File: config.mk
export PLATFORM = sky130hd
export DESIGN_NAME = cp0_hazard_ctrl
export DESIGN_NICKNAME = d
export VERILOG_FILES = /design/src/rtl/cp0_hazard_ctrl.sv
export SDC_FILE = /design/constraint.sdc
export NUM_CORES = 1
export LEC_CHECK = 0
export BUFFER_PORTS_ARGS = -buffer_cell sky130_fd_sc_hd__buf_2
export CORE_ASPECT_RATIO = 0.5
export CORE_MARGIN = 5
export CORE_UTILIZATION = 48
export DETAILED_ROUTE_END_ITERATION = 7
export GPL_TIMING_DRIVEN = 0
export HOLD_SLACK_MARGIN = 0.06
export PLACE_DENSITY = 0.81
export SLEW_MARGIN = 20
export SYNTH_ARGS = -nofsm -noshare
export SYNTH_HDL_FRONTEND = slang
export SYNTH_SLANG_ARGS = --single-unit
File: constraint.sdc
create_clock -name clk -period 3 [get_ports clk]
set_input_delay 0.15 -clock clk [delete_from_list [all_inputs] [get_ports clk]]
set_output_delay 0.15 -clock clk [all_outputs]
set_load 0.01 [all_outputs]
File: src/rtl/cp0_hazard_ctrl.sv
// CP0 hazard scoreboard: tracks in-flight MTC0 writes, resolves MFC0 reads in ID, retires writes.
// Build option: define CP0_FWD_EN to forward completed in-flight writes instead of stalling until retire.
module cp0_hazard_ctrl #(
  parameter int DEPTH     = 3,
  parameter int ADDR_W    = 5,
  parameter int DATA_W    = 32,
  parameter int STALL_MAX = 15,
  localparam int CNT_W    = $clog2(STALL_MAX + 1)
) (
  input  logic              clk,
  input  logic              rst,
  input  logic              id_valid,
  input  logic              id_cp0_r_en,
  input  logic [ADDR_W-1:0] id_cp0_r_addr,
  input  logic              id_cp0_w_en,
  input  logic [ADDR_W-1:0] id_cp0_w_addr,
  input  logic              pipe_advance,
  input  logic              ex_done,
  input  logic [DATA_W-1:0] ex_w_data,
  input  logic              flush,
  input  logic [DATA_W-1:0] cp0_rf_data,
  output logic              id_stall,
  output logic [DATA_W-1:0] id_cp0_data,
  output logic              wb_w_en,
  output logic [ADDR_W-1:0] wb_w_addr,
  output logic [DATA_W-1:0] wb_w_data,
  output logic              stall_timeout
);

  // state | meaning
  // IDLE  | ID not stalled on a CP0 hazard, cnt = 0
  // WAIT  | ID stalled; cnt counts stalled cycles, saturating at STALL_MAX
  typedef enum logic [0:0] {IDLE, WAIT} state_t;

  localparam logic [CNT_W-1:0] CNT_MAX = CNT_W'(STALL_MAX);

  logic              slot_en   [DEPTH];
  logic [ADDR_W-1:0] slot_addr [DEPTH];
  logic [DATA_W-1:0] slot_data [DEPTH];
`ifdef CP0_FWD_EN
  logic              slot_done [DEPTH];
`endif

  state_t           state, state_nxt;
  logic [CNT_W-1:0] cnt, cnt_nxt;
  logic             timeout_nxt;
  logic             hit;
  logic             in_en;
  logic             in_done;

`ifdef CP0_FWD_EN
  logic              hit_done;
  logic [DATA_W-1:0] hit_data;

  // Scan oldest to youngest so the youngest matching slot is left standing.
  always_comb begin
    hit      = 1'b0;
    hit_done = 1'b0;
    hit_data = '0;
    for (int i = DEPTH - 1; i >= 0; i--) begin
      if (slot_en[i] && slot_addr[i] == id_cp0_r_addr) begin
        hit      = 1'b1;
        hit_done = slot_done[i];
        hit_data = slot_data[i];
      end
    end
    id_stall    = id_valid && id_cp0_r_en && hit && !hit_done && !flush;
    id_cp0_data = !id_cp0_r_en ? '0 : ((hit && hit_done) ? hit_data : cp0_rf_data);
  end
`else
  always_comb begin
    hit = 1'b0;
    for (int i = 0; i < DEPTH; i++) begin
      if (slot_en[i] && slot_addr[i] == id_cp0_r_addr) hit = 1'b1;
    end
    id_stall    = id_valid && id_cp0_r_en && hit && !flush;
    id_cp0_data = id_cp0_r_en ? cp0_rf_data : '0;
  end
`endif

  assign in_en   = id_valid && id_cp0_w_en && !id_stall;
  assign in_done = in_en && ex_done;

  always_ff @(posedge clk) begin
    if (rst || flush) begin
      for (int i = 0; i < DEPTH; i++) begin
        slot_en[i]   <= 1'b0;
        slot_addr[i] <= '0;
        slot_data[i] <= '0;
`ifdef CP0_FWD_EN
        slot_done[i] <= 1'b0;
`endif
      end
      wb_w_en   <= 1'b0;
      wb_w_addr <= '0;
      wb_w_data <= '0;
    end else begin
      wb_w_en <= 1'b0;
      if (pipe_advance) begin
        wb_w_en   <= slot_en[DEPTH-1];
        wb_w_addr <= slot_addr[DEPTH-1];
        wb_w_data <= slot_data[DEPTH-1];
        for (int i = DEPTH - 1; i > 0; i--) begin
          slot_en[i]   <= slot_en[i-1];
          slot_addr[i] <= slot_addr[i-1];
          slot_data[i] <= slot_data[i-1];
`ifdef CP0_FWD_EN
          slot_done[i] <= slot_done[i-1];
`endif
        end
        slot_en[0]   <= in_en;
        slot_addr[0] <= id_cp0_w_addr;
        slot_data[0] <= in_done ? ex_w_data : '0;
`ifdef CP0_FWD_EN
        slot_done[0] <= in_done;
`endif
      end else if (ex_done && slot_en[0]) begin
        slot_data[0] <= ex_w_data;
`ifdef CP0_FWD_EN
        slot_done[0] <= 1'b1;
`endif
      end
    end
  end

  always_comb begin
    state_nxt = state;
    cnt_nxt   = cnt;
    case (state)
      IDLE: begin
        if (id_stall) begin
          state_nxt = WAIT;
          cnt_nxt   = CNT_W'(1);
        end
      end
      WAIT: begin
        if (id_stall) begin
          if (cnt != CNT_MAX) cnt_nxt = cnt + 1'b1;
        end else begin
          state_nxt = IDLE;
          cnt_nxt   = '0;
        end
      end
      default: begin
        state_nxt = IDLE;
        cnt_nxt   = '0;
      end
    endcase
    timeout_nxt = (cnt_nxt == CNT_MAX) && (cnt != CNT_MAX);
  end

  always_ff @(posedge clk) begin
    if (rst || flush) begin
      state         <= IDLE;
      cnt           <= '0;
      stall_timeout <= 1'b0;
    end else begin
      state         <= state_nxt;
      cnt           <= cnt_nxt;
      stall_timeout <= timeout_nxt;
    end
  end

endmodule

==> impl_metrics.json <==
{
  "critical_path.max_stage_delay_ns": 0.52,
  "grt_usage": 0.1668,
  "regArea_um2": 4304,
  "yosysWarnings": 0,
  "syn_area_per_cell_um2": 13.32,
  "fmax_mhz": 414.9,
  "multi_input_area_um2": 1872,
  "crit_type": "flip-flop to flip-flop",
  "place_ws_ns": 0.5850,
  "ioPinCount": 154,
  "hold_viol": 0,
  "port_buffers": 152,
  "cp_max_fo": 10,
  "vias": 4126,
  "grt_pass1_vias": 4064,
  "cp.depth": 7,
  "num_antenna_cells": 0,
  "die_x_um": 171.9,
  "rr_worst_depth": 7,
  "fin_cells": 863,
  "clock-skew-final_ns": 0.01092,
  "ir_worst_vdd_mv": 0.3127,
  "netlist_area_um2": 6287,
  "drc": 0,
  "final_common_cell": "buf_2",
  "fin_hold_ws_ns": 0.09576,
  "cts_root_buf": "clkbuf_16",
  "worstMarginPinSlew_ns": 0.8332,
  "grt_pass1_wl_um": 20130,
  "coreArea_um2": 12740,
  "grt_max_degree": 67,
  "synth.area.top_cells": "edfxtp_1 (54%), dfxtp_1 (14%), and2_1 (13%)",
  "antenna_found_initial": 0,
  "overflow": 0,
  "cts_tree": "yes",
  "synthToLayoutAreaGrowth_pct": 31.10,
  "cts.sinks": 158,
  "critPathLaunchType": "flip-flop",
  "rows": 29,
  "dp.cells": 795,
  "start_util": 0.4937,
  "postLayoutCoreUtil": 0.6472,
  "p_leak_nw": 3.694,
  "place_hpwl_um": 8589,
  "clkTransAtPathRegs_ns": 0.07,
  "endpoint_kind": "flip-flop",
  "synth_seq_cells": 158,
  "cts_made_buffers": 17,
  "postCtsResizedCells": 0,
  "drv_cap": 0,
  "final_cell_mix": "buf_2 (154), and2_1 (129), edfxtp_1 (114)",
  "htreeDepth": 4,
  "relSlewSlack": 0.4446,
  "cts_buffer_depth": 2,
  "ys_types": 34,
  "fin_crit_ns": 2.410,
  "gp_congestion": 0.8223,
  "path_cells": "xnor2_1 -> nand4_1 -> nor4_1 -> or3_4 -> o22ai_1 -> clkbuf_1 -> and2_1",
  "detail_route.wl_per_cell_um": 14.88,
  "drv_slew": 0,
  "synth.net_count": 555,
  "hold_path.class": "input pin to flip-flop",
  "drt-pass1-iter-count": 4,
  "synth-seq-area-share": 0.6846,
  "clk_latency_ns": 0.42,
  "crit_arrival_ns": 2.69,
  "synth_top_area_share": 0.5445,
  "drive_gt1_frac": 0.2771,
  "nets": 763,
  "final.setup.tns_ns": 0,
  "final_antenna_net_count": 0,
  "power_per_cell_area_nw_per_um2": 593.0,
  "wl_um": 12840,
  "setup_ws_ns": 0.5898,
  "yosys.area.top_type": "edfxtp_1",
  "drt-vias-per-instance": 4.781,
  "dr.first_iter.drc_count": 177,
  "min_path_cells": 2,
  "status": "completed",
  "nFillCells": 884,
  "path_delay_family": "simple AND/OR/NAND/NOR gates",
  "die_area_um2": 15630,
  "netlist_instances": 472,
  "crit_required_ns": 3.28,
  "critPathBufInv": 1,
  "setup_viol": 0,
  "finalCritPeriodShare": 0.8034,
  "slowest_stage": "o22ai_1",
  "rsz0062_at_grt": "false",
  "die_y_um": 90.93
}
-- synth_stat cells --
master	instances
inv_1	2
or2_2	1
or3b_2	1
nand3b_1	2
a211oi_1	1
nand4b_1	1
mux2_2	2
dfxtp_1	44
nand4_1	5
buf_1	3
xnor2_1	9
nor3_1	1
o41ai_1	1
nand3_1	3
ha_1	1
a2111oi_2	1
nand2b_1	1
xor2_1	7
nor2_1	43
nor4_1	3
or3_4	1
mux2i_1	37
o21bai_1	1
clkbuf_1	24
o21ai_0	1
a21oi_1	4
and2_1	129
or3_1	3
o211ai_1	1
buf_2	2
edfxtp_1	114
o22ai_1	1
and3_1	18
nand2_1	4
-- where the power goes --
part	total, W	switching, W	internal (W)
clock	0.00216	0.000850	0.00131
sequential	0.00244	0.0000271	0.00241
combinational	0.000291	0.000146	0.000145
total	0.00489	0.00102	0.00387
-- logic make-up after synthesis --
group	after synthesis	share of synthesized area
AOI/OAI and AO/OA	11	0.01234
xor gates and xnor gates	16	0.02229
adders and majority gates	1	0.001990
buffers and inverters	31	0.01891
DFF	158	0.6846
muxes	39	0.06249
and+or+nand+nor	216	0.1974
-- cell type report --
| type | instances | area share |
|---|---|---|
| Sequential cell | 158 | 0.5222 |
| Clock buffer | 19 | 0.05252 |
| Clock inverter | 13 | 0.01958 |
| Buffer | 29 | 0.01351 |
| Timing Repair Buffer | 189 | 0.1384 |
| Multi-Input combinational cell | 283 | 0.2271 |
| Inverter | 2 | 0.0009107 |
| Tap cell | 170 | 0.02580 |
-- final timing paths --
path | slack [ns] | endpoint | from
max | 0.59 | slot_data[0][16]$_SDFFCE_PP0P_ | slot_addr[0][14]$_SDFFCE_PN0P_
min | 0.1 | slot_addr[0][1]$_SDFFCE_PN0P_ | id_cp0_w_addr[1]
max reg2reg | 0.59 | slot_data[0][16]$_SDFFCE_PP0P_ | slot_addr[0][14]$_SDFFCE_PN0P_
min reg2reg | 0.49 | wb_w_data[7]$_SDFFE_PP0P_ | slot_data[2][7]$_SDFFCE_PP0P_
-- repair_timing --
item,in CTS,in global routing
buffers inserted,0,0
setup endpoints to repair,0,0
endpoints found under the hold margin,36,0
hold buffers,36,0
-- registers in the layout (all words and copies together) (netlist names) --
name / count
wb_w_data: 32
slot_data: 96
cnt: 4
slot_en: 3
wb_w_en: 1
wb_w_addr: 5
state: 1
slot_addr: 15
stall_timeout: 1
-- layer usage --
layer | share of wire | up-vias | track usage
li1 | - | 2045 | -
met1 | 0.39 | 1902 | 0.1896
met2 | 0.51 | 159 | 0.2956
met3 | 0.085 | 20 | 0.05028
met4 | 0.017 | 0 | 0.06540
met5 | 0 | - | 0
-- through the flow --
step / cell area [µm²] / power, W
floorplan: 6289 / 0.002608
global placement: 7262 / 0.002726
detailed placement: 7288 / 0.002736
CTS: 8243 / 0.004900
global route: 8243 / 0.005063
finish: 8243 / 0.004888
-- worst register-to-register path, stage by stage, from the launching register on --
cell and delay, ns:
edfxtp_1 0.42, xnor2_1 0.16, nand4_1 0.10, nor4_1 0.05, or3_4 0.43, o22ai_1 0.52
clkbuf_1 0.35, and2_1 0.24
(Power assumes the default switching activity.)
